[src/rtl/hs_rx_fifo.sv]
// Purpose: receive-side valid/ready slave buffering upstream words in a DEPTH-entry FIFO, with a sticky upstream protocol-violation flag.
// Latency: a word pushed in cycle N appears on out_valid/out_data in cycle N+1 (no bypass when empty).
// Backpressure: in_ready drops while full or during the reset-exit cycle, and depends only on registered state.
//
// Ports:
//   clk, reset_n          clock (rising edge); asynchronous active-low reset
//   in_valid/in_data      upstream word offered by the master
//   in_ready              slave ready back to the master
//   out_valid/out_data    head of FIFO toward the consumer (first-word fall-through)
//   out_ready             consumer ready
//   count                 current occupancy, 0..DEPTH
//   proto_err             sticky: master withdrew valid before it was accepted
module hs_rx_fifo #(
  parameter int DATA_W = 32,
  parameter int DEPTH  = 4,
  localparam int CNT_W = $clog2(DEPTH) + 1
) (
  input  logic              clk,
  input  logic              reset_n,
  input  logic              in_valid,
  input  logic [DATA_W-1:0] in_data,
  output logic              in_ready,
  output logic              out_valid,
  output logic [DATA_W-1:0] out_data,
  input  logic              out_ready,
  output logic [CNT_W-1:0]  count,
  output logic              proto_err
);

  localparam int PTR_W = $clog2(DEPTH);
  localparam logic [CNT_W-1:0] FULL_CNT = CNT_W'(DEPTH);

  logic [DATA_W-1:0] mem [DEPTH];
  logic [PTR_W-1:0]  wr_ptr;
  logic [PTR_W-1:0]  rd_ptr;
  logic              ready_en;
  logic              stall_q;
  logic              push;
  logic              pop;

  // ready_en keeps in_ready low for the first cycle after reset release,
  // so nothing is pushed while the caller is still exiting reset.
  assign in_ready  = ready_en && (count != FULL_CNT);
  assign out_valid = (count != '0);
  assign out_data  = mem[rd_ptr];
  assign push      = in_valid && in_ready;
  assign pop       = out_valid && out_ready;

  always_ff @(posedge clk or negedge reset_n) begin
    if (!reset_n) begin
      wr_ptr    <= '0;
      rd_ptr    <= '0;
      count     <= '0;
      ready_en  <= 1'b0;
      stall_q   <= 1'b0;
      proto_err <= 1'b0;
    end else begin
      ready_en <= 1'b1;
      if (push) wr_ptr <= wr_ptr + PTR_W'(1);
      if (pop)  rd_ptr <= rd_ptr + PTR_W'(1);
      // Simultaneous push and pop leaves occupancy unchanged; when full,
      // in_ready is already low so push and pop cannot target one slot.
      if (push && !pop)
        count <= count + CNT_W'(1);
      else if (pop && !push)
        count <= count - CNT_W'(1);
      // A stalled offer must be held; dropping valid the cycle after a
      // stall is a master protocol violation.
      stall_q <= in_valid && !in_ready;
      if (stall_q && !in_valid) proto_err <= 1'b1;
    end
  end

  // Payload storage needs no reset: out_data is ignored while out_valid is low.
  always_ff @(posedge clk) begin
    if (push) mem[wr_ptr] <= in_data;
  end

endmodule

[config.mk]
export PLATFORM = sky130hd
export DESIGN_NAME = hs_rx_fifo
export DESIGN_NICKNAME = d
export VERILOG_FILES = /design/src/rtl/hs_rx_fifo.sv
export SDC_FILE = /design/constraint.sdc
export NUM_CORES = 1
export LEC_CHECK = 0
export ABC_CLOCK_PERIOD_IN_PS = 2200
export CAP_MARGIN = 20
export CORE_AREA = 2 2 147 149
export CTS_BUF_LIST = sky130_fd_sc_hd__clkbuf_8
export DETAILED_ROUTE_END_ITERATION = 8
export DIE_AREA = 0 0 149 151
export GPL_TIMING_DRIVEN = 1
export HOLD_SLACK_MARGIN = 0.02
export PLACE_DENSITY = 0.54
export RECOVER_POWER = 25
export SLEW_MARGIN = 20
export SYNTH_ARGS = -nofsm -noshare
export SYNTH_HDL_FRONTEND = slang
export SYNTH_SLANG_ARGS = --single-unit
[constraint.sdc]
create_clock -name clk -period 2.2 [get_ports clk]
set_clock_uncertainty 0.2 [all_clocks]
set_input_delay 0.44 -clock clk [delete_from_list [all_inputs] [get_ports clk]]
set_output_delay 0.44 -clock clk [all_outputs]
set_load 0.005 [all_outputs]
* Word-level counts from Yosys, hierarchy flattened
Memory sizes are Yosys's and may differ from the RTL's.
Cells that the tools add are included.
** Word-level totals
- Logic and storage cells :: 29
- Bits of input ports :: 36
- Bits in registers :: 10
- Memories kept :: 1
- Bits in writable memories :: 128
- Output and inout port bits :: 38
** Memories
- mem :: depth 4, width 32, read ports 1, clocked after memory_dff 0, wr ports 1, line 33 : logic [DATA_W-1:0] mem [DEPTH];
** Operators by class
- Multiplexer cells :: 4
- Reductions and logical operators :: 13
- Equality and inequality tests :: 1
- $add $sub $neg :: 4
** Operator list (count)
- $logic_and A1 B1 Y1 :: 7
- $mux W3 :: 2
- $add A2 B1 Y2 const B :: 2
- $logic_not A1 Y1 :: 4
- $add A3 B1 Y3 const B :: 1
- $ne A3 B3 Y1 const B :: 1
- $reduce_bool A3 Y1 :: 1
- $sub A3 B1 Y3 const B :: 1
- $mux W1 :: 2
- $reduce_bool A2 Y1 :: 1

* Depth between registers and ports, before layout
Gate-level depths: netlist of the first run.
- Depth in word-level cells :: 7
- Depth in mapped cells :: 8

* Worst setup path before layout of the first run
Ideal clock, no wire load.
- Kind :: register to register
- Start :: register count[0]
- End :: register count[2]
- Data required time :: 1921 ps
- Arrival time :: 1963 ps
- Buffers on the path :: 0
- Cell stages (with the launch flop) :: 9
- Slack :: -42 ps
- Clock period less this slack :: 2242 ps
- Setup time :: 79 ps
- Path through :: dfrtp_1 > or3_1 > nand2_1 > ha_1 > inv_1 > fa_1 > xor2_1 > nor2_1 > xor2_1
** RTL lines
- start: declaration :: line 26 : output logic [CNT_W-1:0] count,
- start signal: assignment :: line 64 : count <= count + CNT_W'(1);
- start signal: assignment :: line 66 : count <= count - CNT_W'(1);
- $reduce_bool A3 Y1 * :: line 44 : assign out_valid = (count != '0);
- net out_valid :: line 23 : output logic out_valid,
- $logic_and A1 B1 Y1 * :: line 47 : assign pop = out_valid && out_ready;
- $logic_not A1 Y1 :: line 63 : if (push && !pop)
- $logic_and A1 B1 Y1 :: line 63
- $mux W3 or $reduce_bool A2 Y1 (tied branches)
The timed path passes the listed nets; every way through them passes the cells marked *. The select of a mux whose other input is x is not followed.
A chain may end at the register's enable or synchronous reset.

* Final worst setup path of the first run
- Start :: register rd_ptr[0]
- End :: output out_data[1]
** Between the ends
- Word-level cells in the longest chain between the ends :: 1
** Ends and longest elaborated chain
- start: declaration :: line 35 : logic [PTR_W-1:0] rd_ptr;
- start signal: assignment :: line 60 : if (pop) rd_ptr <= rd_ptr + PTR_W'(1);
- $mem_v2 Z4 W32
- end: declaration :: line 24 : output logic [DATA_W-1:0] out_data,
No other way between the ends.

==> results.yml, run 1 <==
run_status:
  run_status: "finished, violations left"
  failing_checks: "setup timing"
final_layout:
  final_net_count: 370
  antenna_cells_inserted: 0
  flow.area_growth_from_synthesis_pct: 33.5
  instances_no_fill: 614
  layout_cell_share_with_drive_strength_beyond_1: 0.410
route:
  post_drt_wl_per_cell_um: 17.1
  route.detailed.vias_per_inst: 4.05
  route.detailed.drc: 0
  drt_pass1_iterations: 3
  count_of_vias_placed_by_the_detailed_router: 2489
  detail_route.wirelength_um: 10500
  ant_nets: 0
  drt_first_iter_violations: 101
timing:
  slew_headroom: 0.649
  post-route-worst-setup-slack_ns: -0.293
  rsz_0062_raised_after_global_routing: "true"
  tightest_slew_ns: 0.525
  total_setup_violations_reported_at_the_end_of_the_flow: 32
  timing.setup.tns_ns: -6.81
  finalHoldViolCount: 0
  period_minus_slack_ns: 2.49
  maxClockFrequency_ghz: 0.401
  period_share: 1.13
  maxSlewViolCount: 0
clocking:
  path_clk_slew_ns: 0.08
  cts_root_buf: "clkbuf_8"
  cts_num_sinks: 138
  clock_insertion_delay_at_the_later_pin_of_the_skew_report_ns: 0.44
  clockBufferDepth: 2
  clock_tree.htree_level_count: 4
  clock_tree_from_tritoncts: "built"
  cts_hold_buf: 0
  cts_made_buffers: 17
synthesis:
  netlist.top_cell.by_area: "edfxtp_1"
  synth-edff-count: 128
  netlist_area_um2: 5170
  yosys_warnings: 0
  synth.top_cell.area_share: 0.743
  synth_top_cells_by_area: "edfxtp_1 74%, mux4_2 12%, dfrtp_1 4.8%"
  synth.most_common_cell: "edfxtp_1"
  async_flop_share: 0.0725
  synth_nets: 253
  synthesis.area_per_instance_um2: 24.5
  synth.lib_cells_used.distinct: 23
  yosysSeqAreaShare: 0.791
  synth_flop_cell: "edfxtp_1"
  ys_ff_latch: 138
  syn-instance-count: 211
  synth.top_cells.by_count: "128 x edfxtp_1, 28 x mux4_2, 10 x dfrtp_1, 5 x ha_1"
placement:
  gp_routability_congestion: 0.724
  post-place-cells: 572
  detailed_place_hpwl_um: 6570
  place.port_buffers: 73
power_and_ir_drop:
  power_share_of_the_combinational_group: 0.343
  netSwitchingFraction: 0.270
  internal_power_of_the_cells_uw: 5940
  power_frac_seq: 0.408
  power_per_cell_area_nw_per_um2: 1180
  p_leak_uw: 0.00234
  clockPowerShare: 0.249
  worst_ir_drop_vdd_v: 0.000498
  totalPowerFinal_uw: 8140
  netSwitchingPower_uw: 2200
grt:
  antenna_violations_before_repair: 1
  grt_usage: 0.101
  grt_remaining_overflow: 0
  grt_max_degree: 22
  first_global_vias: 2746
  global_route_wire_length_before_repair_um: 16100
floorplanning:
  coreArea_um2: 20800
  die_h_um: 151
  die-area_um2: 22500
  fp-row-count: 53
  initial_core_util: 0.249
  die-width_um: 149
  ios: 74
setup_path:
  cp.required_ns: 1.56
  criticalPathCategory: "flip-flop to output port"
  setup.worst_path.start: "rd_ptr[0]$_DFFE_PN0P_"
  crit_path_end_kind: "output port"
  crit_path_max_fanout: 7
  critical_path.reg2reg.startpoint: "count[1]$_DFFE_PN0P_"
  startpoint_type: "flip-flop"
  arrival_ns: 1.85
hold_path:
  hp-class: "input port to async pin"
job:
  drv.max_cap_violation_count: 0
flip-flops by register name, indices dropped and copies added (netlist names):
signal	count
proto_err	1
stall_q	1
ready_en	1
wr_ptr	2
rd_ptr	2
mem	128
count	3
layer usage:
metal / GRT usage / routed length (um) / vias to the layer above
li1: - / - / 1103
met1: 0.115 / 4350 / 1308
met2: 0.172 / 5360 / 59
met3: 0.0370 / 561 / 17
met4: 0.0443 / 198 / 2
met5: 0 / 7 / -
through the flow:
stage | area, um^2 | hold slack, ns | utilization | setup WS [ns]
6_report | 6910 | 0.135 | 0.332 | -0.293
5_1_grt | 6910 | 0.140 | 0.332 | -0.364
4_1_cts | 6870 | 0.0986 | 0.330 | -0.331
3_5_place_dp | 6470 | 0.251 | 0.311 | -0.279
3_3_place_gp | 6470 | 0.239 | 0.311 | -0.211
2_1_floorplan | 5190 | -0.0556 | - | 0.00127
layout by cell type (no fill, tap or decap), types with 2 or more instances in the layout:
cell type        instances
clkinvlp_4               2
clkdlybuf4s15_1          2
buf_4                   14
xor2_1                   2
dlygate4sd3_1           19
mux4_2                  32
ha_1                     4
edfxtp_1               128
clkdlybuf4s50_1         20
buf_12                  13
clkinv_4                 3
nor2_1                   2
bufinv_16                3
dfrtp_2                  2
and2_2                   4
buf_6                    9
dfrtp_1                  8
buf_2                   26
clkbuf_8                17
mux2_2                   2
xnor2_1                  4
inv_1                    5
final cells by class:
cell class	count	area, um^2
inverter	4	15.0
timing repair buffer	106	1060
clock buffer	17	234
clock inverter	13	156
sequential	138	4100
fill	2005	13900
multi-input combinational	61	1000
tap	275	344
kinds of logic after synthesis:
| logic type | Yosys count | synth area share |
|---|---|---|
| DFF | 138 | 0.791 |
| other | 1 | 0.000725 |
| AOI/OAI and AO/OA | 3 | 0.00460 |
| adders and majority gates | 6 | 0.0160 |
| muxes | 34 | 0.147 |
| and+or+nand+nor | 11 | 0.0106 |
| xor gates and xnor gates | 6 | 0.0102 |
| buffers and inverters | 12 | 0.0203 |
path summary, 6_finish.rpt:
check	endpoint	slack, ns	cells after the start
max in group asynchronous	rd_ptr[0]$_DFFE_PN0P_	1.29	1
setup reg to reg	count[2]$_DFFE_PN0P_	0.10	8
setup / recovery	out_data[1]	-0.29	5
min in group clk	proto_err$_DFFE_PN0P_	0.26	1
hold reg to reg	proto_err$_DFFE_PN0P_	0.26	1
hold / removal	count[0]$_DFFE_PN0P_	0.13	1
critical path, stage by stage, from the launching register on:
cell and delay (ns):
dfrtp_2 0.43, buf_4 0.15, buf_12 0.12, buf_16 0.14, mux4_2 0.43, buf_2 0.14
power groups by stage:
stage / logic, uW / registers, uW / clock network [uW]
2_1_floorplan: 1370 / 3360 / 0
3_3_place_gp: 2750 / 3370 / 0
3_5_place_dp: 2760 / 3390 / 0
4_1_cts: 2850 / 3330 / 2110
5_1_grt: 3030 / 3350 / 2200
6_report: 2790 / 3320 / 2030
timing repair:
action	in CTS	in global routing
cloned	2	0
pin swaps	1	6
buffers inserted	9	2
gates resized for setup	144	11
endpoints found under the setup margin	34	34
No activity file was read; power rests on OpenSTA's default activity.
==> run 2, diff against run 1 <==
--- a/config.mk
+++ b/config.mk
@@ -9,13 +9,13 @@
 export CAP_MARGIN = 20
 export CORE_AREA = 2 2 147 149
 export CTS_BUF_LIST = sky130_fd_sc_hd__clkbuf_8
+export CTS_CLUSTER_DIAMETER = 80
 export DETAILED_ROUTE_END_ITERATION = 8
 export DIE_AREA = 0 0 149 151
 export GPL_TIMING_DRIVEN = 1
 export HOLD_SLACK_MARGIN = 0.02
 export PLACE_DENSITY = 0.54
 export RECOVER_POWER = 25
-export SLEW_MARGIN = 20
 export SYNTH_ARGS = -nofsm -noshare
 export SYNTH_HDL_FRONTEND = slang
 export SYNTH_SLANG_ARGS = --single-unit
==> results of run 2 <==
Final layout, timing and power as in run 1 (identical DEF).
==> run 3, diff against run 2 <==
--- a/config.mk
+++ b/config.mk
@@ -7,15 +7,16 @@
 export LEC_CHECK = 0
 export ABC_CLOCK_PERIOD_IN_PS = 2200
 export CAP_MARGIN = 20
-export CORE_AREA = 2 2 147 149
+export CORE_AREA = 2 2 170 130
 export CTS_BUF_LIST = sky130_fd_sc_hd__clkbuf_8
 export CTS_CLUSTER_DIAMETER = 80
 export DETAILED_ROUTE_END_ITERATION = 8
-export DIE_AREA = 0 0 149 151
+export DIE_AREA = 0 0 172 132
 export GPL_TIMING_DRIVEN = 1
 export HOLD_SLACK_MARGIN = 0.02
 export PLACE_DENSITY = 0.54
 export RECOVER_POWER = 25
+export SLEW_MARGIN = 20
 export SYNTH_ARGS = -nofsm -noshare
 export SYNTH_HDL_FRONTEND = slang
 export SYNTH_SLANG_ARGS = --single-unit
==> results.yml, run 3 (synthesis gave the netlist of run 1 again) <==
run_status:
  run_status: "finished, violations left"
  failing_checks: "setup timing"
setup_path:
  setup.worst_path.start: "rd_ptr[0]$_DFFE_PN0P_"
  path_delay_family: "flip-flops"
  timing.critical_path.depth: 4
  cp.required_ns: 1.56
  ff2ff_setup_slack_ns: 0.10
  timing.reg2reg.worst_path_depth: 8
  timing.critical_path.cells: "buf_12, buf_8, mux4_2, buf_2"
  crit_path_end_kind: "output port"
  slowest_delay_ns: 0.52
  critical-path-slowest-cell: "dfrtp_2"
  startpoint_type: "flip-flop"
  crit_path_end: "out_data[24]"
  cp.buffers_inverters: 3
  critical_path.reg2reg.startpoint: "count[2]$_DFFE_PN0P_"
  worst_r2r_endpoint: "count[2]$_DFFE_PN0P_"
  arrival_ns: 1.88
  criticalPathCategory: "flip-flop to output port"
  crit_path_max_fanout: 6
final_layout:
  final_net_count: 379
  mostFrequentLayoutCells: "128 x edfxtp_1, 32 x mux4_2, 26 x buf_2"
  layout.cells.most_common: "edfxtp_1"
  top_reg_by_flops: "mem"
  finished_core_util: 0.339
  largest_registers_in_the_final_layout: "mem: 128 flops, count: 3 flops"
  largest_register_ffs: 128
  layout_cell_share_with_drive_strength_beyond_1: 0.429
  antenna_cells_inserted: 0
  flow.area_growth_from_synthesis_pct: 37.4
  final.fill_count: 2015
timing:
  maxSlewViolCount: 0
  period_share: 1.15
  total_setup_violations_reported_at_the_end_of_the_flow: 32
  period_minus_slack_ns: 2.52
  finalHoldViolCount: 0
  worst_hold_slack_ns: 0.137
  rsz_0062_raised_after_global_routing: "true"
  slew_headroom: 0.665
  timing.setup.tns_ns: -8.25
  tightest_slew_ns: 0.501
  post-route-worst-setup-slack_ns: -0.321
  maxClockFrequency_ghz: 0.397
grt:
  grt_usage: 0.104
  first_global_vias: 2854
  antenna_violations_before_repair: 0
  grt_remaining_overflow: 0
  global_route_wire_length_before_repair_um: 16900
  grt_max_degree: 18
route:
  route.detailed.drc: 0
  drt_pass1_iterations: 4
  count_of_vias_placed_by_the_detailed_router: 2481
  ant_nets: 0
  met3_length_um: 535
  detail_route.wirelength_um: 10800
  post_drt_wl_per_cell_um: 16.9
  wl_met1_um: 4750
  topRoutingLayerUsed: "met4"
  route.detailed.vias_per_inst: 3.89
  routed-wl-met2_um: 5380
  drt_first_iter_violations: 137
placement:
  place.port_buffers: 73
  gp_routability_congestion: 0.685
  detailed_place_hpwl_um: 6560
  preCtsSetupSlack_ns: -0.244
job:
  drv.max_cap_violation_count: 0
floorplanning:
  die_h_um: 132
  initial_core_util: 0.247
  fp-row-count: 46
  ios: 74
  die-width_um: 172
  coreArea_um2: 21000
  die-area_um2: 22700
power_and_ir_drop:
  p_leak_uw: 0.00244
  power_per_cell_area_nw_per_um2: 1220
  worst_ir_drop_vdd_v: 0.000408
  totalPowerFinal_uw: 8690
hold_path:
  hp-class: "input port to async pin"
clocking:
  cts_root_buf: "clkbuf_8"
  clock_tree.htree_level_count: 4
  cts_num_sinks: 138
  clock_insertion_delay_at_the_later_pin_of_the_skew_report_ns: 0.43
  cts_made_buffers: 17
  clockBufferDepth: 2
  clock_tree_from_tritoncts: "built"
  path_clk_slew_ns: 0.08
==> run 3: cell type report <==
type | count | area [um^2] | share of cell area
flip-flops and latches | 138 | 4100 | 0.576
repair buffers | 115 | 1170 | 0.165
multi-input cells | 61 | 1000 | 0.141
well taps | 288 | 360 | 0.0507
clock buffers | 17 | 234 | 0.0329
clock inverters | 15 | 230 | 0.0324
inverters | 4 | 15.0 | 0.00211
==> run 3: worst reg2reg max path, cell delays in order (launching register included) <==
cell and delay, ns:
dfrtp_1 0.39, or3_4 0.42, nand2_4 0.09, ha_4 0.13, inv_2 0.04, fa_2 0.34
xor2_1 0.14, nor2_1 0.12, xor2_1 0.15
==> run 3: layer usage <==
metal / track usage / vias up
met2: 0.170 / 60
met3: 0.0360 / 9
met4: 0.0364 / 0
met1: 0.127 / 1293
met5: 0 / -
li1: - / 1119
==> run 3: report_power, final <==
group	switching [uW]	internal (uW)	leakage (uW)	total, uW
sequential	130	3210	0.00127	3340
clock	976	1450	0.000233	2420
combinational	1160	1770	0.000932	2930
==> run 3: what timing repair did <==
action	4_1_cts	5_1_grt
buffers inserted	18	2
hold buffers	0	0
resized for setup	159	7
setup endpoints to repair	35	33
cloned	2	0
pin swaps	6	0
==> run 3: stage by stage <==
stage / cell area (um^2) / cells
4_1_cts: 7120 / 638
2_1_floorplan: 5190 / 211
3_3_place_gp: 6520 / 587
6_report: 7110 / 638
5_1_grt: 7110 / 638
3_5_place_dp: 6520 / 587
==> run 3: worst min-delay path by stage <==
stage | end | depth (start not counted) | slack [ns]
after floorplan | count[0]$_DFFE_PN0P_ | 0 | -0.06
after global placement | proto_err$_DFFE_PN0P_ | 1 | 0.24
after global routing | rd_ptr[1]$_DFFE_PN0P_ | 1 | 0.14
after CTS | wr_ptr[1]$_DFFE_PN0P_ | 1 | 0.11
after detailed placement | proto_err$_DFFE_PN0P_ | 1 | 0.24
final | rd_ptr[1]$_DFFE_PN0P_ | 1 | 0.14
